[src/rtl/cpu_types_pkg.sv]
// rtl/cpu_types_pkg.sv - shared core types used by the pipeline sequencer
package cpu_types_pkg;

  typedef logic [4:0] regbits_t;

  typedef enum logic [1:0] {
    RUN    = 2'd0,
    DWAIT  = 2'd1,
    HALTED = 2'd2
  } pctrl_state_t;

  // One bit per pipeline latch control driven by the sequencer.
  typedef struct packed {
    logic pcEn;
    logic ifidEn;
    logic ifidFlush;
    logic idexEn;
    logic idexFlush;
    logic idexFreeze;
    logic exmemEn;
    logic exmemFlush;
    logic memwbEn;
    logic memwbFlush;
  } pctrl_ctrl_t;

endpackage

[src/rtl/pctrl_sat_cnt.sv]
// rtl/pctrl_sat_cnt.sv - event counter that sticks at all-ones instead of wrapping
module pctrl_sat_cnt #(
  parameter int W = 16
) (
  input  logic         CLK,
  input  logic         inc,
  input  logic         clr,
  output logic [W-1:0] count
);

  always_ff @(posedge CLK) begin
    if (clr) begin
      count <= '0;
    end else if (inc && (count != '1)) begin
      count <= count + 1'b1;
    end
  end

endmodule

[src/rtl/pipeline_ctrl.sv]
// rtl/pipeline_ctrl.sv - 5-stage pipeline sequencer: latch enables/flushes, halt, D-wait watchdog
module pipeline_ctrl
  import cpu_types_pkg::*;
#(
  parameter int CNT_W   = 16,
  parameter int TIMEOUT = 1024
) (
  input  logic             CLK,
  input  logic             RST,
  input  logic             ihit,
  input  logic             dhit,
  input  logic             mem_dREN,
  input  logic             mem_dWEN,
  input  logic             ex_redirect,
  input  logic             ex_dREN,
  input  regbits_t         ex_rd,
  input  regbits_t         id_rs1,
  input  regbits_t         id_rs2,
  input  logic             wb_halt,
  output logic             pc_en,
  output logic             ifid_en,
  output logic             ifid_flush,
  output logic             idex_en,
  output logic             idex_flush,
  output logic             idex_freeze,
  output logic             exmem_en,
  output logic             exmem_flush,
  output logic             memwb_en,
  output logic             memwb_flush,
  output logic             halt,
  output logic             mem_timeout,
  output logic [CNT_W-1:0] stall_cnt,
  output logic [CNT_W-1:0] flush_cnt
);

  localparam int DW_W = $clog2(TIMEOUT) + 1;
  localparam logic [DW_W-1:0] DW_LAST = DW_W'(TIMEOUT - 1);

  pctrl_state_t state, nextState;
  pctrl_ctrl_t  ctrl;
  logic [DW_W-1:0]  dwaitCnt;
  logic [CNT_W-1:0] stallQ, flushQ;
  logic memTimeoutQ;
  logic memOp, dStall, loadUse;
  logic stallInc, flushInc;

  assign memOp   = mem_dREN | mem_dWEN;
  assign dStall  = memOp & ~dhit;
  assign loadUse = ex_dREN & (ex_rd != '0) & ((ex_rd == id_rs1) | (ex_rd == id_rs2));

  // Rules are strictly prioritised; a pending redirect during a D-miss simply
  // stays asserted in EX (idex_en=0) and wins on the dhit cycle.
  always_comb begin
    nextState = state;
    ctrl      = '0;
    stallInc  = 1'b0;
    flushInc  = 1'b0;
    if (!RST && (state != HALTED)) begin
      if (wb_halt) begin
        nextState = HALTED;
      end else if (dStall) begin
        nextState       = DWAIT;
        ctrl.memwbFlush = 1'b1;
        stallInc        = 1'b1;
      end else begin
        nextState = RUN;
        if (ex_redirect) begin
          ctrl.pcEn      = 1'b1;
          ctrl.ifidFlush = 1'b1;
          ctrl.idexFlush = 1'b1;
          ctrl.exmemEn   = 1'b1;
          ctrl.memwbEn   = 1'b1;
          flushInc       = 1'b1;
        end else if (loadUse) begin
          ctrl.idexFreeze = 1'b1;
          ctrl.exmemEn    = 1'b1;
          ctrl.memwbEn    = 1'b1;
          stallInc        = 1'b1;
        end else if (!ihit) begin
          ctrl.ifidFlush = 1'b1;
          ctrl.idexEn    = 1'b1;
          ctrl.exmemEn   = 1'b1;
          ctrl.memwbEn   = 1'b1;
          stallInc       = 1'b1;
        end else begin
          ctrl.pcEn    = 1'b1;
          ctrl.ifidEn  = 1'b1;
          ctrl.idexEn  = 1'b1;
          ctrl.exmemEn = 1'b1;
          ctrl.memwbEn = 1'b1;
        end
      end
    end
  end

  always_ff @(posedge CLK) begin
    if (RST) begin
      state       <= RUN;
      dwaitCnt    <= '0;
      memTimeoutQ <= 1'b0;
    end else begin
      state <= nextState;
      if (state == DWAIT && dwaitCnt == DW_LAST) begin
        memTimeoutQ <= 1'b1;
      end
      // Count only cycles spent in DWAIT; the counter parks at its last value.
      if (state == DWAIT && nextState == DWAIT) begin
        if (dwaitCnt != DW_LAST) dwaitCnt <= dwaitCnt + 1'b1;
      end else begin
        dwaitCnt <= '0;
      end
    end
  end

  pctrl_sat_cnt #(.W(CNT_W)) u_stall_cnt (
    .CLK  (CLK),
    .inc  (stallInc),
    .clr  (RST),
    .count(stallQ)
  );

  pctrl_sat_cnt #(.W(CNT_W)) u_flush_cnt (
    .CLK  (CLK),
    .inc  (flushInc),
    .clr  (RST),
    .count(flushQ)
  );

  assign pc_en       = ctrl.pcEn;
  assign ifid_en     = ctrl.ifidEn;
  assign ifid_flush  = ctrl.ifidFlush;
  assign idex_en     = ctrl.idexEn;
  assign idex_flush  = ctrl.idexFlush;
  assign idex_freeze = ctrl.idexFreeze;
  assign exmem_en    = ctrl.exmemEn;
  assign exmem_flush = ctrl.exmemFlush;
  assign memwb_en    = ctrl.memwbEn;
  assign memwb_flush = ctrl.memwbFlush;

  // Status outputs read zero for the whole time reset is held.
  assign halt        = ~RST & (state == HALTED);
  assign mem_timeout = ~RST & memTimeoutQ;
  assign stall_cnt   = stallQ & {CNT_W{~RST}};
  assign flush_cnt   = flushQ & {CNT_W{~RST}};

endmodule

[config.mk]
export PLATFORM = sky130hd
export DESIGN_NAME = pipeline_ctrl
export DESIGN_NICKNAME = d
export VERILOG_FILES = /design/src/rtl/cpu_types_pkg.sv /design/src/rtl/pctrl_sat_cnt.sv /design/src/rtl/pipeline_ctrl.sv
export SDC_FILE = /design/constraint.sdc
export NUM_CORES = 1
export LEC_CHECK = 0
export ABC_AREA = 1
export CORE_UTILIZATION = 30
export DETAILED_ROUTE_END_ITERATION = 6
export PLACE_DENSITY = 0.6
export RECOVER_POWER = 25
export SYNTH_ARGS = -nofsm -noshare
export SYNTH_HDL_FRONTEND = slang
export SYNTH_SLANG_ARGS = --single-unit
[constraint.sdc]
create_clock -name CLK -period 2 [get_ports CLK]
set_input_delay 0.3 -clock CLK [delete_from_list [all_inputs] [get_ports CLK]]
set_output_delay 0.3 -clock CLK [all_outputs]
set_load 0.02 [all_outputs]
==> metrics list <==
* Status: finished clean
- The startpoint identified for the worst register-to-register timing path is u_stall_cnt.count[0].
* CP endpoint kind: output pin
- The worst setup path is of the in2out kind.
- The detail route stage leaves a number of antenna-violating nets equal to 0.
- CTS placed an instance of sky130_fd_sc_hd__clkbuf_8 at the clock tree root.
- Using the TritonRoute via totals, the vias-per-cell ratio works out to approximately 4.5.
- Leakage power: about 0.0018 uW
* Netlist area before placement: 0.00296 mm^2
* Num ports: 68
- Timing would allow up to ~520 MHz.
- Setup repair after global routing missed its margin: false
- Area growth from synthesis to final layout: 31.0%
* IR Drop Worst-Case VDD: 0.000242 V
* Die footprint: 0.0103 mm^2
- The count of pins over their slew limit came to 0.
* Row cnt: 35
- Count of endpoints failing hold in the final timing report: 0
- Via count of the first global-routing pass: between 2,000 and 3,000
* Detail Placement HPWL: between 5000 and 6000 um
- Number of flops mapped to enable cells by yosys: 0
* Dominant synthesized flop cell: sky130_fd_sc_hd__dfxtp_1
- No sink is reached through more buffers than the 2 on the longest clock path.
- In this run the cell area measured after placement is ~0.0038 mm^2.
* Min cycle time layout: between 1.5 and 2 ns
* Seq/Total Area, Yosys: 0.312
- The number of antenna diodes in the final layout is 0.
* Number of unique standard cell types used by synthesis: 43
- Count of final setup violators: 0
- Y dimension of the die: between 100 and 150 um
- Synthesized netlist cell count: roughly 480
- At the worst endpoint, the arrival time is 1.62 ns.
- The min-delay analysis places its worst path in the category in2reg.
- Total non-filler cell area in the finished layout: 0.00387 mm^2
- TritonCTS Buffers: 5
- For this design the ratio of total power to cell area is 449 mW/mm^2.
- Between clock sinks in the finished design, the worst skew comes to roughly 0.0078 ns.
* Final Net Count: 575
- The initial utilization of the core area, before any placement, comes to 0.315.
- GR Overflow Total: 0
- A synthesized cell averages roughly 6.2 um^2.
- CTS tree: done
* Hold buffer count at cts: 0
* Clock sink total: 46
- In the final routed layout, each cell accounts on average for approximately 11 um.
- For this block, the via count after detailed routing is a little over 3,000.
- Share of the core filled with cells: 0.413
- The region available for standard cell placement spans 0.00937 mm^2.
- Reported max-cap violation count: 0
* Buffers added on ports: between 60 and 70
* Number of iterations in the first detailed-routing pass: 4
- Final Routed Wirelength: around 7200 um
- Number of DRC markers in iteration 0: 76
- Worst setup slack for register-to-register paths: approximately 0.20 ns
* Slew of the pin with the lowest slew margin: approximately 0.52 ns
- Ys async rst share: 0
- Number of antenna violations at the first check in global routing: 0
- Maximum level of the CTS H-tree: 2
* Fraction of final layout cells sized beyond drive strength 1: 0.120
* Clock insertion delay at the later pin of the skew report: 0.30 ns
* Nature of the critical path startpoint: input pin
* Worst Path Required: about 1.7 ns
- In this run the most critical hold path is launched from RST.
* Number of buffers inserted by post-CTS setup repair: 0
* Highest fanout seen on the critical path: 3
- Tracing the worst setup path back leads to its startpoint at id_rs1[2].
- Largest net degree at the start of global routing: 48
* Worst slew margin relative to its limit: 0.650
- The first global-routing pass estimated 12,400 um of wire.
- Fill cells in the final layout number 1,014.
* Placer congestion estimate: 0.826
- Dividing the final minimum period by the clock period gives 0.958.
- Horizontal extent of the die: about 100 um
- DRC Markers: 0
* GRT Util Overall: 0.149
- During synthesis, Yosys emitted a total of 0 warnings.
* Nets in the synthesized netlist: roughly 500
* Synthesis-stage register bit count: 46
- Clock transition at the register clock pins on the worst setup and hold paths after CTS: about 0.090 ns
-- synth_stat cells, types with 2 or more instances --
master	count	area, um^2
sky130_fd_sc_hd__nand2_1	96	360
sky130_fd_sc_hd__inv_1	87	327
sky130_fd_sc_hd__nor2_1	78	293
sky130_fd_sc_hd__dfxtp_1	46	921
sky130_fd_sc_hd__nand3_1	29	145
sky130_fd_sc_hd__a21oi_1	25	125
sky130_fd_sc_hd__nand4_1	19	119
sky130_fd_sc_hd__o21ai_0	12	60.1
sky130_fd_sc_hd__nor3_1	11	55.1
sky130_fd_sc_hd__nand2_2	9	56.3
sky130_fd_sc_hd__inv_2	6	22.5
sky130_fd_sc_hd__clkbuf_1	5	18.8
sky130_fd_sc_hd__nor3_2	5	50.1
sky130_fd_sc_hd__o21ai_1	5	25.0
sky130_fd_sc_hd__buf_2	4	20.0
sky130_fd_sc_hd__buf_4	3	22.5
sky130_fd_sc_hd__ha_1	3	37.5
sky130_fd_sc_hd__nor2_2	3	18.8
sky130_fd_sc_hd__xnor2_1	3	26.3
sky130_fd_sc_hd__nor2_4	2	22.5
sky130_fd_sc_hd__xor2_1	2	17.5
-- path summary, 6_finish.rpt --
path	endpoint	cells past startpoint
setup reg to reg	u_stall_cnt.count[13]	12
setup / recovery	pc_en	13
hold reg to reg	dwaitCnt[4]	2
hold / removal	state[0]	6
-- logic make-up after synthesis --
logic type,after synthesis,share of synthesized area
DFF,46,0.312
AOI/OAI and AO/OA,48,0.0872
other,1,0.00127
buffers and inverters,109,0.151
and+or+nand+nor,263,0.421
xor gates and xnor gates,5,0.0148
adders and majority gates,3,0.0127
-- report_power, final --
| group | leakage, uW | internal (uW) | switching (uW) |
|---|---|---|---|
| clock | 0.0000452 | 247 | 334 |
| sequential | 0.000371 | 922 | 5.80 |
| combinational | 0.00137 | 96.9 | 135 |
| total | 0.00178 | 1270 | 474 |
-- critical path: stages --
cell,delay [ns]
sky130_fd_sc_hd__clkdlybuf4s50_1,0.47
sky130_fd_sc_hd__inv_1,0.04
sky130_fd_sc_hd__nand2_1,0.05
sky130_fd_sc_hd__nand2_1,0.05
sky130_fd_sc_hd__nor2_1,0.10
sky130_fd_sc_hd__nand3_1,0.09
sky130_fd_sc_hd__nand2_1,0.07
sky130_fd_sc_hd__nand2_2,0.07
sky130_fd_sc_hd__nand2_2,0.07
sky130_fd_sc_hd__nand2_2,0.05
sky130_fd_sc_hd__nand2_2,0.07
sky130_fd_sc_hd__nor2_2,0.04
sky130_fd_sc_hd__buf_4,0.15
-- area by class of cell --
| type | instances | area, um^2 | share of cell area |
|---|---|---|---|
| sequential | 46 | 921 | 0.238 |
| multi-input combinational | 320 | 1600 | 0.412 |
| clock inverter | 2 | 13.8 | 0.00355 |
| inverter | 94 | 355 | 0.0918 |
| tap | 129 | 161 | 0.0417 |
| clock buffer | 6 | 72.6 | 0.0187 |
| timing repair buffer | 81 | 753 | 0.195 |
-- metrics by stage --
stage / TNS [ns] / hold WS [ns] / setup WS [ns] / power [uW] / instances
floorplan: 0 / 0.432 / 0.284 / 1090 / 475
global placement: -5.24 / 0.446 / -0.458 / 1190 / 670
detailed placement: -5.88 / 0.451 / -0.495 / 1190 / 670
CTS: 0 / 0.418 / 0.00330 / 1780 / 678
global route: 0 / 0.446 / 0.00305 / 1830 / 678
finish: 0 / 0.415 / 0.0849 / 1740 / 678
-- flip-flops by register name, summed over array words and instances (netlist names) --
name,flops
u_stall_cnt.count,16
memTimeoutQ,1
dwaitCnt,11
state,2
u_flush_cnt.count,16
-- timing repair --
item / CTS / global route
gates cloned: 0 / 0
pin swaps: 0 / 7
gates resized for setup: 25 / 20
setup endpoints to repair: 9 / 23
-- per-layer routing --
metal,part of all wire,track usage
met1,0.47,0.184
met2,0.48,0.265
met3,0.033,0.0214
met4,0.018,0.0491
met5,0,0
-- layout by cell type (no fill, tap or decap), types with 2 or more instances in the layout --
| master | synthesis | routed |
|---|---|---|
| sky130_fd_sc_hd__a21oi_1 | 25 | 25 |
| sky130_fd_sc_hd__buf_2 | 4 | 5 |
| sky130_fd_sc_hd__buf_4 | 3 | 12 |
| sky130_fd_sc_hd__clkbuf_1 | 5 | 2 |
| sky130_fd_sc_hd__clkbuf_2 | 0 | 2 |
| sky130_fd_sc_hd__clkbuf_4 | 0 | 3 |
| sky130_fd_sc_hd__clkbuf_8 | 0 | 5 |
| sky130_fd_sc_hd__clkdlybuf4s50_1 | 0 | 45 |
| sky130_fd_sc_hd__dfxtp_1 | 46 | 46 |
| sky130_fd_sc_hd__dlygate4sd2_1 | 0 | 3 |
| sky130_fd_sc_hd__dlymetal6s2s_1 | 0 | 10 |
| sky130_fd_sc_hd__ha_1 | 3 | 3 |
| sky130_fd_sc_hd__inv_1 | 87 | 86 |
| sky130_fd_sc_hd__inv_2 | 6 | 7 |
| sky130_fd_sc_hd__nand2_1 | 96 | 97 |
| sky130_fd_sc_hd__nand2_2 | 9 | 8 |
| sky130_fd_sc_hd__nand3_1 | 29 | 29 |
| sky130_fd_sc_hd__nand4_1 | 19 | 19 |
| sky130_fd_sc_hd__nor2_1 | 78 | 76 |
| sky130_fd_sc_hd__nor2_2 | 3 | 5 |
| sky130_fd_sc_hd__nor2_4 | 2 | 2 |
| sky130_fd_sc_hd__nor3_1 | 11 | 11 |
| sky130_fd_sc_hd__nor3_2 | 5 | 5 |
| sky130_fd_sc_hd__o21ai_0 | 12 | 12 |
| sky130_fd_sc_hd__o21ai_1 | 5 | 5 |
| sky130_fd_sc_hd__xnor2_1 | 3 | 3 |
| sky130_fd_sc_hd__xor2_1 | 2 | 2 |
Power figures use the tool's default switching activity.
